`config.mk`:
```
export PLATFORM = sky130hd
export DESIGN_NAME = uart_rx
export DESIGN_NICKNAME = d
export VERILOG_FILES = /design/src/rtl/uart_rx.sv
export SDC_FILE = /design/constraint.sdc
export NUM_CORES = 1
export LEC_CHECK = 0
export ABC_AREA = 1
export CAP_MARGIN = 20
export CORE_UTILIZATION = 35
export DETAILED_ROUTE_END_ITERATION = 10
export PLACE_DENSITY = 0.57
export SYNTH_ARGS = -nofsm -noshare
export SYNTH_HDL_FRONTEND = slang
export SYNTH_SLANG_ARGS = --single-unit
```
`constraint.sdc`:
```
create_clock -name clk -period 4.1 [get_ports clk]
set_input_delay 0.41 -clock clk [delete_from_list [all_inputs] [get_ports clk]]
set_output_delay 0.41 -clock clk [all_outputs]
set_load 0.1 [all_outputs]
```
`src/rtl/uart_rx.sv`:
```
// UART receiver with 16x oversampling, 7/8 data bits, optional odd/even parity and programmable stop length.
// Optional two-flop input synchronizer on rx is enabled by defining UART_RX_SYNC_EN.
module uart_rx (
    input  logic       clk,
    input  logic       rst,
    input  logic       s_tick,
    input  logic       rx,
    input  logic [3:0] databits,
    input  logic [5:0] stopbits,
    input  logic [1:0] paritybit,
    output logic [7:0] dout,
    output logic       rx_done_tick,
    output logic       parity_err,
    output logic       frame_err
);

    typedef enum logic [2:0] {
        IDLE   = 3'd0,
        START  = 3'd1,
        DATA   = 3'd2,
        PARITY = 3'd3,
        STOP   = 3'd4
    } state_t;

    state_t     state;
    logic [5:0] s;
    logic [2:0] n;
    logic [7:0] shift;
    logic       perr;
    logic       rx_s;
    logic [7:0] word;
    logic [2:0] last_n;
    logic       parity_on;
    logic       exp_par;

`ifdef UART_RX_SYNC_EN
    logic [1:0] sync;

    always_ff @(posedge clk) begin
        if (rst) begin
            sync <= 2'b11;
        end else begin
            sync <= {sync[0], rx};
        end
    end

    assign rx_s = sync[1];
`else
    assign rx_s = rx;
`endif

    // In 7-bit mode the word ends up one place short of the shift register's LSB.
    always_comb begin
        word      = (databits == 4'd7) ? {1'b0, shift[7:1]} : shift;
        last_n    = (databits == 4'd7) ? 3'd6 : 3'd7;
        parity_on = (paritybit == 2'd1) || (paritybit == 2'd2);
        exp_par   = (paritybit == 2'd1) ? ~^word : ^word;
    end

    always_ff @(posedge clk) begin
        if (rst) begin
            state        <= IDLE;
            s            <= 6'd0;
            n            <= 3'd0;
            shift        <= 8'd0;
            perr         <= 1'b0;
            dout         <= 8'd0;
            rx_done_tick <= 1'b0;
            parity_err   <= 1'b0;
            frame_err    <= 1'b0;
        end else begin
            rx_done_tick <= 1'b0;
            case (state)
                IDLE: begin
                    if (!rx_s) begin
                        state <= START;
                        s     <= 6'd0;
                    end
                end
                START: begin
                    if (s_tick) begin
                        if (s == 6'd7) begin
                            if (!rx_s) begin
                                state <= DATA;
                                s     <= 6'd0;
                                n     <= 3'd0;
                            end else begin
                                state <= IDLE;
                            end
                        end else begin
                            s <= s + 6'd1;
                        end
                    end
                end
                DATA: begin
                    if (s_tick) begin
                        if (s == 6'd15) begin
                            s     <= 6'd0;
                            shift <= {rx_s, shift[7:1]};
                            if (n == last_n) begin
                                state <= PARITY;
                            end else begin
                                n <= n + 3'd1;
                            end
                        end else begin
                            s <= s + 6'd1;
                        end
                    end
                end
                // With parity disabled this state passes straight through without consuming a tick.
                PARITY: begin
                    if (!parity_on) begin
                        perr  <= 1'b0;
                        s     <= 6'd0;
                        state <= STOP;
                    end else if (s_tick) begin
                        if (s == 6'd15) begin
                            perr  <= (rx_s != exp_par);
                            s     <= 6'd0;
                            state <= STOP;
                        end else begin
                            s <= s + 6'd1;
                        end
                    end
                end
                STOP: begin
                    if (s_tick) begin
                        if (s == stopbits - 6'd1) begin
                            rx_done_tick <= 1'b1;
                            dout         <= word;
                            frame_err    <= ~rx_s;
                            parity_err   <= perr;
                            state        <= IDLE;
                        end else begin
                            s <= s + 6'd1;
                        end
                    end
                end
                default: begin
                    state <= IDLE;
                end
            endcase
        end
    end

endmodule
```
==> impl_metrics.toml, run 1 <==
[routing]
avgRoutedWirePerCell_um = 11.60
drc_errors = 0
wirelength_um = 5358
first_iter_violations = 118
dr.pass1.iters = 5
viasPerCell = 4.890
ant_nets = 0
num_vias = 2259

[setup_path]
crit_path_max_fanout = 12
startpoint_type = "input port"
worstPathRequired_ns = 4.31
cp_cell_sequence = "clkdlybuf4s50_1, inv_1, ha_1, xor2_1, nand3_1, nor2_1, nand3_1, nor2_2, nand3_2, clkinv_2, nand2_1, a21oi_1"
cp.depth = 12
cpPeakStageDelay_ns = 0.48
reg2reg_depth = 8
worst-setup-path-type = "in -> reg"
arrival_ns = 2.55
cp-end-kind = "flop"
cp_num_buf_inv = 3
path_common_cell = "nand3_1"
path_delay_family = "buffers and inverters"
cp_slowest_cell = "clkdlybuf4s50_1"

[finish]
postLayoutCellArea_mm2 = 0.002644
final_cell_mix = "113 x nand2_1, 45 x inv_1, 34 x a21oi_1, 32 x dfxtp_1"
final_common_cell = "nand2_1"
layout.nets = 406
drive_gt1_frac = 0.09044
n_antenna_cell = 0
instances_no_fill = 462
syn2layout_area_growth_pct = 18.64
postLayoutCoreUtil = 0.4387
nFillCells = 656

[sta]
fin_worst_skew_ns = 0.009870
fin_tns_setup_ns = 0
setup_viol = 0
hold_viol = 0
slew_headroom = 0.3478
drv_slew = 0
max_freq_ghz = 0.4263
finalCritPeriodShare = 0.5721
setup_slack_ns = 1.754
min_period_ns = 2.346
worst_slew_pin_slew_ns = 0.9752
rsz0062_at_grt = "false"

[min_path]
min_path_cells = 2
hp-class = "reg -> reg"

[synthesis]
synth_edf_count = 0
netlist_instances = 361
yosys_warnings = 0
ys_async_sr_fraction = 0
syn_area_per_cell_um2 = 6.173
ys_seq_area_frac = 0.2875
mappedNetlistArea_mm2 = 0.002228
synth-seq-cells = 32
synthDistinctLibCells = 31
syn-num-nets = 381
synth-main-ff-cell = "dfxtp_1"

[grt]
first_global_vias = 2047
grt_pass1_wl_um = 9170
antenna_found_initial = 0
grt_use_total = 0.1784
overflow = 0
grt_start_max_net_pins = 23

[clocking]
cts_resized = 0
cts_tree = "yes"
clk_pin_slew_ns = 0.07
cts_hold_buf = 0
cts_root_buf = "clkbuf_8"
cts_buffers = 5
post_cts_buffers = 0
cts_max_level = 2
clk-insertion-delay-late_ns = 0.29
clockBufferDepth = 2
cts.sinks = 32

[die]
core-area_mm2 = 0.006026
ioPinCount = 27
fp.dieH_um = 81.79
row_count = 28
die_area_mm2 = 0.006690
start_util = 0.3698
die_x_um = 81.79

[pwr]
p_per_area_mw_per_mm2 = 391.4
peakVddDrop_mv = 0.2308
p_leak_nw = 1.163

[placed_design]
dp_slack_ns = 1.471
hpwl_um = 4114
placed_area_mm2 = 0.002532
numPortBuffers = 26
globalplace.congestion = 0.8000
dpl.cell_count = 454

[run]
cap_violations = 0

[outcome]
status = "finished clean"
[per-layer routing]
layer / vias to the layer above / wire length [um] / track usage
li1: 1193 / - / -
met1: 1014 / 2828 / 0.2453
met2: 48 / 2315 / 0.2802
met3: 4 / 176 / 0.03778
met4: 0 / 38 / 0.04737
met5: - / 0 / 0
[path summary, 6_finish.rpt]
kind / start / end / slack (ns)
hold reg to reg: parity_err / parity_err / 0.47
hold / removal: parity_err / parity_err / 0.47
setup / recovery: stopbits[0] / dout[3] / 1.75
setup reg to reg: s[1] / shift[6] / 2.18
[per-stage QoR]
step,power (mW),hold slack [ns]
floorplan,0.6437,0.4410
global placement,0.7260,0.4597
detailed placement,0.7293,0.4620
CTS,1.039,0.4732
global route,1.119,0.4948
finish,1.035,0.4687
[sequential cells by signal, indices dropped and copies added, names as in the netlist]
register and flops:
parity_err 1, perr 1, frame_err 1, rx_done_tick 1
s 6, state 3, n 3, shift 8
dout 8
[synth_stat cells, types with 3 or more instances]
cell       n  area (um^2)
ha_1       4        50.05
nor2_1    26        97.59
inv_2      5        18.77
nor2_2     3        18.77
o22ai_1    3        18.77
xor2_1    10        87.58
o21ai_0   17        85.08
a21oi_1   34        170.2
o21ai_1    6        30.03
nand2_1  113        424.2
inv_1     45        168.9
dfxtp_1   32        640.6
buf_2      4        20.02
nand3_1   26        130.1
nand3_2    3        30.03
nand2_2    7        43.79
[cells by family after synthesis]
logic type,synth area share
fa+ha+maj,0.02246
xor+xnor,0.04716
compound gates,0.1589
flops,0.2875
buf+inv,0.1089
simple gates,0.3751
[report_power, final]
part           leakage (nW)  switching, mW  internal (mW)
Sequential            0.259         0.0322          0.336
Combinational         0.851          0.234          0.123
Clock                0.0541          0.129          0.180
[tightest hold or removal path: cells and delay by family (launching register included)]
| family | cells | cell delay [ns] |
|---|---|---|
| and+or+nand+nor | 1 | 0.06 |
| AOI/OAI and AO/OA | 1 | 0.05 |
| DFF | 1 | 0.31 |
[area by class of cell]
type	count	area [um^2]	share of cell area
Multi-Input combinational cell	270	1345	0.5088
Sequential cell	32	640.6	0.2423
Timing Repair Buffer	26	260.3	0.09844
Inverter	51	192.7	0.07288
Tap cell	75	93.84	0.03549
Clock buffer	5	68.82	0.02603
Clock inverter	3	42.54	0.01609
Note: power is estimated with default switching activity, not from simulation.
==> run 2: changes to the inputs <==
==> constraint.sdc (replaced) <==
create_clock -name clk -period 2.4 [get_ports clk]
set_input_delay 0.24 -clock clk [delete_from_list [all_inputs] [get_ports clk]]
set_output_delay 0.24 -clock clk [all_outputs]
set_load 0.1 [all_outputs]
==> run 2 against run 1 <==
Final cell count grew 1.5%. Highest routed layer unchanged. Critical path type unchanged. Critical path depth is 1 higher. Core utilization up 0.42 points. Via count decreased by 1.4%.
==> impl_metrics.toml, run 2 (synthesis results as in run 1) <==
[pwr]
clockPowerShare = 0.300
p_seq_frac = 0.356
peakVddDrop_mv = 0.3170
p_per_area_mw_per_mm2 = 662.4
p_leak_nw = 1.219
swShare = 0.3778
internal_power_mw = 1.100
combPwrFrac = 0.343
p_sw_mw = 0.6679

[clocking]
cts_tree = "yes"
cts_buffers = 5
cts_root_buf = "clkbuf_8"
clk_pin_slew_ns = 0.07
cts_hold_buf = 0
clk-insertion-delay-late_ns = 0.28
cts_max_level = 2
cts_resized = 0
cts.sinks = 32
clockBufferDepth = 2
post_cts_buffers = 0

[sta]
drv_slew = 0
worst_slew_pin_slew_ns = 0.6029
max_freq_ghz = 0.4875
min_period_ns = 2.051
whs_ns = 0.4723
fin_worst_skew_ns = 0.007009
slew_headroom = 0.5976
hold_viol = 0
setup_viol = 0
rsz0062_at_grt = "false"
fin_tns_setup_ns = 0
finalCritPeriodShare = 0.8546

[min_path]
min-delay-start = "dout[3]"
hp-class = "reg -> reg"
min_to = "dout[3]"
min_path_cells = 2

[routing]
wirelength_um = 5273
viasPerCell = 4.751
dr.pass1.iters = 4
num_vias = 2228
ant_nets = 0
drc_errors = 0
avgRoutedWirePerCell_um = 11.24
first_iter_violations = 127

[placed_design]
hpwl_um = 3997
globalplace.congestion = 0.8293
numPortBuffers = 26

[run]
cap_violations = 0

[grt]
grt_start_max_net_pins = 23
overflow = 0
grt_pass1_wl_um = 8811
antenna_found_initial = 0
grt_use_total = 0.1704
first_global_vias = 1983

[setup_path]
path_common_cell = "nand2_1"
arrival_ns = 2.27
cpPeakStageDelay_ns = 0.49
cp_slowest_cell = "clkdlybuf4s50_1"
cp-end-kind = "flop"
worst-setup-path-type = "in -> reg"
path_delay_family = "buffers and inverters"
ff2ff_setup_slack_ns = 0.47
startpoint_type = "input port"
crit_path_max_fanout = 4
cp.depth = 13
worst_r2r_endpoint = "shift[6]"
cp_cell_sequence = "clkdlybuf4s50_1, inv_1, ha_1, xor2_1, nand3_1, nor2_1, nand3_1, o21ai_0, buf_4, nand2_1, nand2_1, nand2_1, nor2_1"
cp_num_buf_inv = 3
worstPathRequired_ns = 2.62
reg2reg_depth = 8
r2r_start = "s[1]"

[finish]
final_common_cell = "nand2_1"
syn2layout_area_growth_pct = 19.76
n_antenna_cell = 0
top_regs = "dout: 8 flops, shift: 8 flops, s: 6 flops"
layout.nets = 413
final_cell_mix = "113 x nand2_1, 45 x inv_1, 34 x a21oi_1, 32 x dfxtp_1"
nFillCells = 649
drive_gt1_frac = 0.1345
postLayoutCoreUtil = 0.4429

[die]
ioPinCount = 27
row_count = 28
die_x_um = 81.79
start_util = 0.3698
die_area_mm2 = 0.006690
core-area_mm2 = 0.006026
fp.dieH_um = 81.79

[outcome]
status = "finished clean"
[run 2: cell types whose count changed in the layout (fill, tap and decap cells not counted), sizes merged]
| cell | delta |
|---|---|
| buf | +18 |
| clkdlybuf4s50 | -11 |
[run 2: area by class of cell]
type,count,area (um^2),area share
multi-input cells,270,1345,0.5040
flip-flops and latches,32,640.6,0.2400
repair buffers,33,285.3,0.1069
inverters,51,192.7,0.07220
well taps,75,93.84,0.03516
clock buffers,5,68.82,0.02579
clock inverters,3,42.54,0.01594
[run 2: worst max path at each step]
stage | from | end | slack, ns
global placement | stopbits[0] | state[0] | 0.15
global route | stopbits[0] | state[0] | 0.23
CTS | stopbits[0] | state[0] | 0.37
detailed placement | stopbits[0] | state[0] | 0.10
floorplan | stopbits[0] | dout[0] | 0.80
finish | stopbits[0] | state[0] | 0.35
[run 2: stage by stage]
step | total power [mW] | instance area, um^2 | setup WS (ns) | instances
CTS | 1.779 | 2669 | 0.3715 | 469
detailed placement | 1.244 | 2557 | 0.1036 | 461
global placement | 1.246 | 2557 | 0.1453 | 461
finish | 1.768 | 2669 | 0.3489 | 469
floorplan | 1.100 | 2228 | 0.7994 | 361
global route | 1.897 | 2669 | 0.2279 | 469
[run 2: power groups by stage]
stage	Combinational, mW	Sequential [mW]	Clock (mW)
after global placement	0.602	0.644	0
final	0.607	0.630	0.531
after global routing	0.695	0.639	0.563
after CTS	0.607	0.630	0.542
after detailed placement	0.602	0.642	0
after floorplan	0.472	0.628	0
[run 2: routing by layer]
layer | track usage | up-vias | part of all wire
li1 | - | 1213 | -
met4 | 0.04211 | 0 | 0.010
met1 | 0.2391 | 983 | 0.53
met3 | 0.03000 | 5 | 0.028
met5 | 0 | - | 0
met2 | 0.2678 | 27 | 0.44
[run 2: tightest hold or removal path, stage by stage, from the launching register on]
cell,delay [ns]
dfxtp_1,0.32
nand2_1,0.06
a21oi_1,0.05
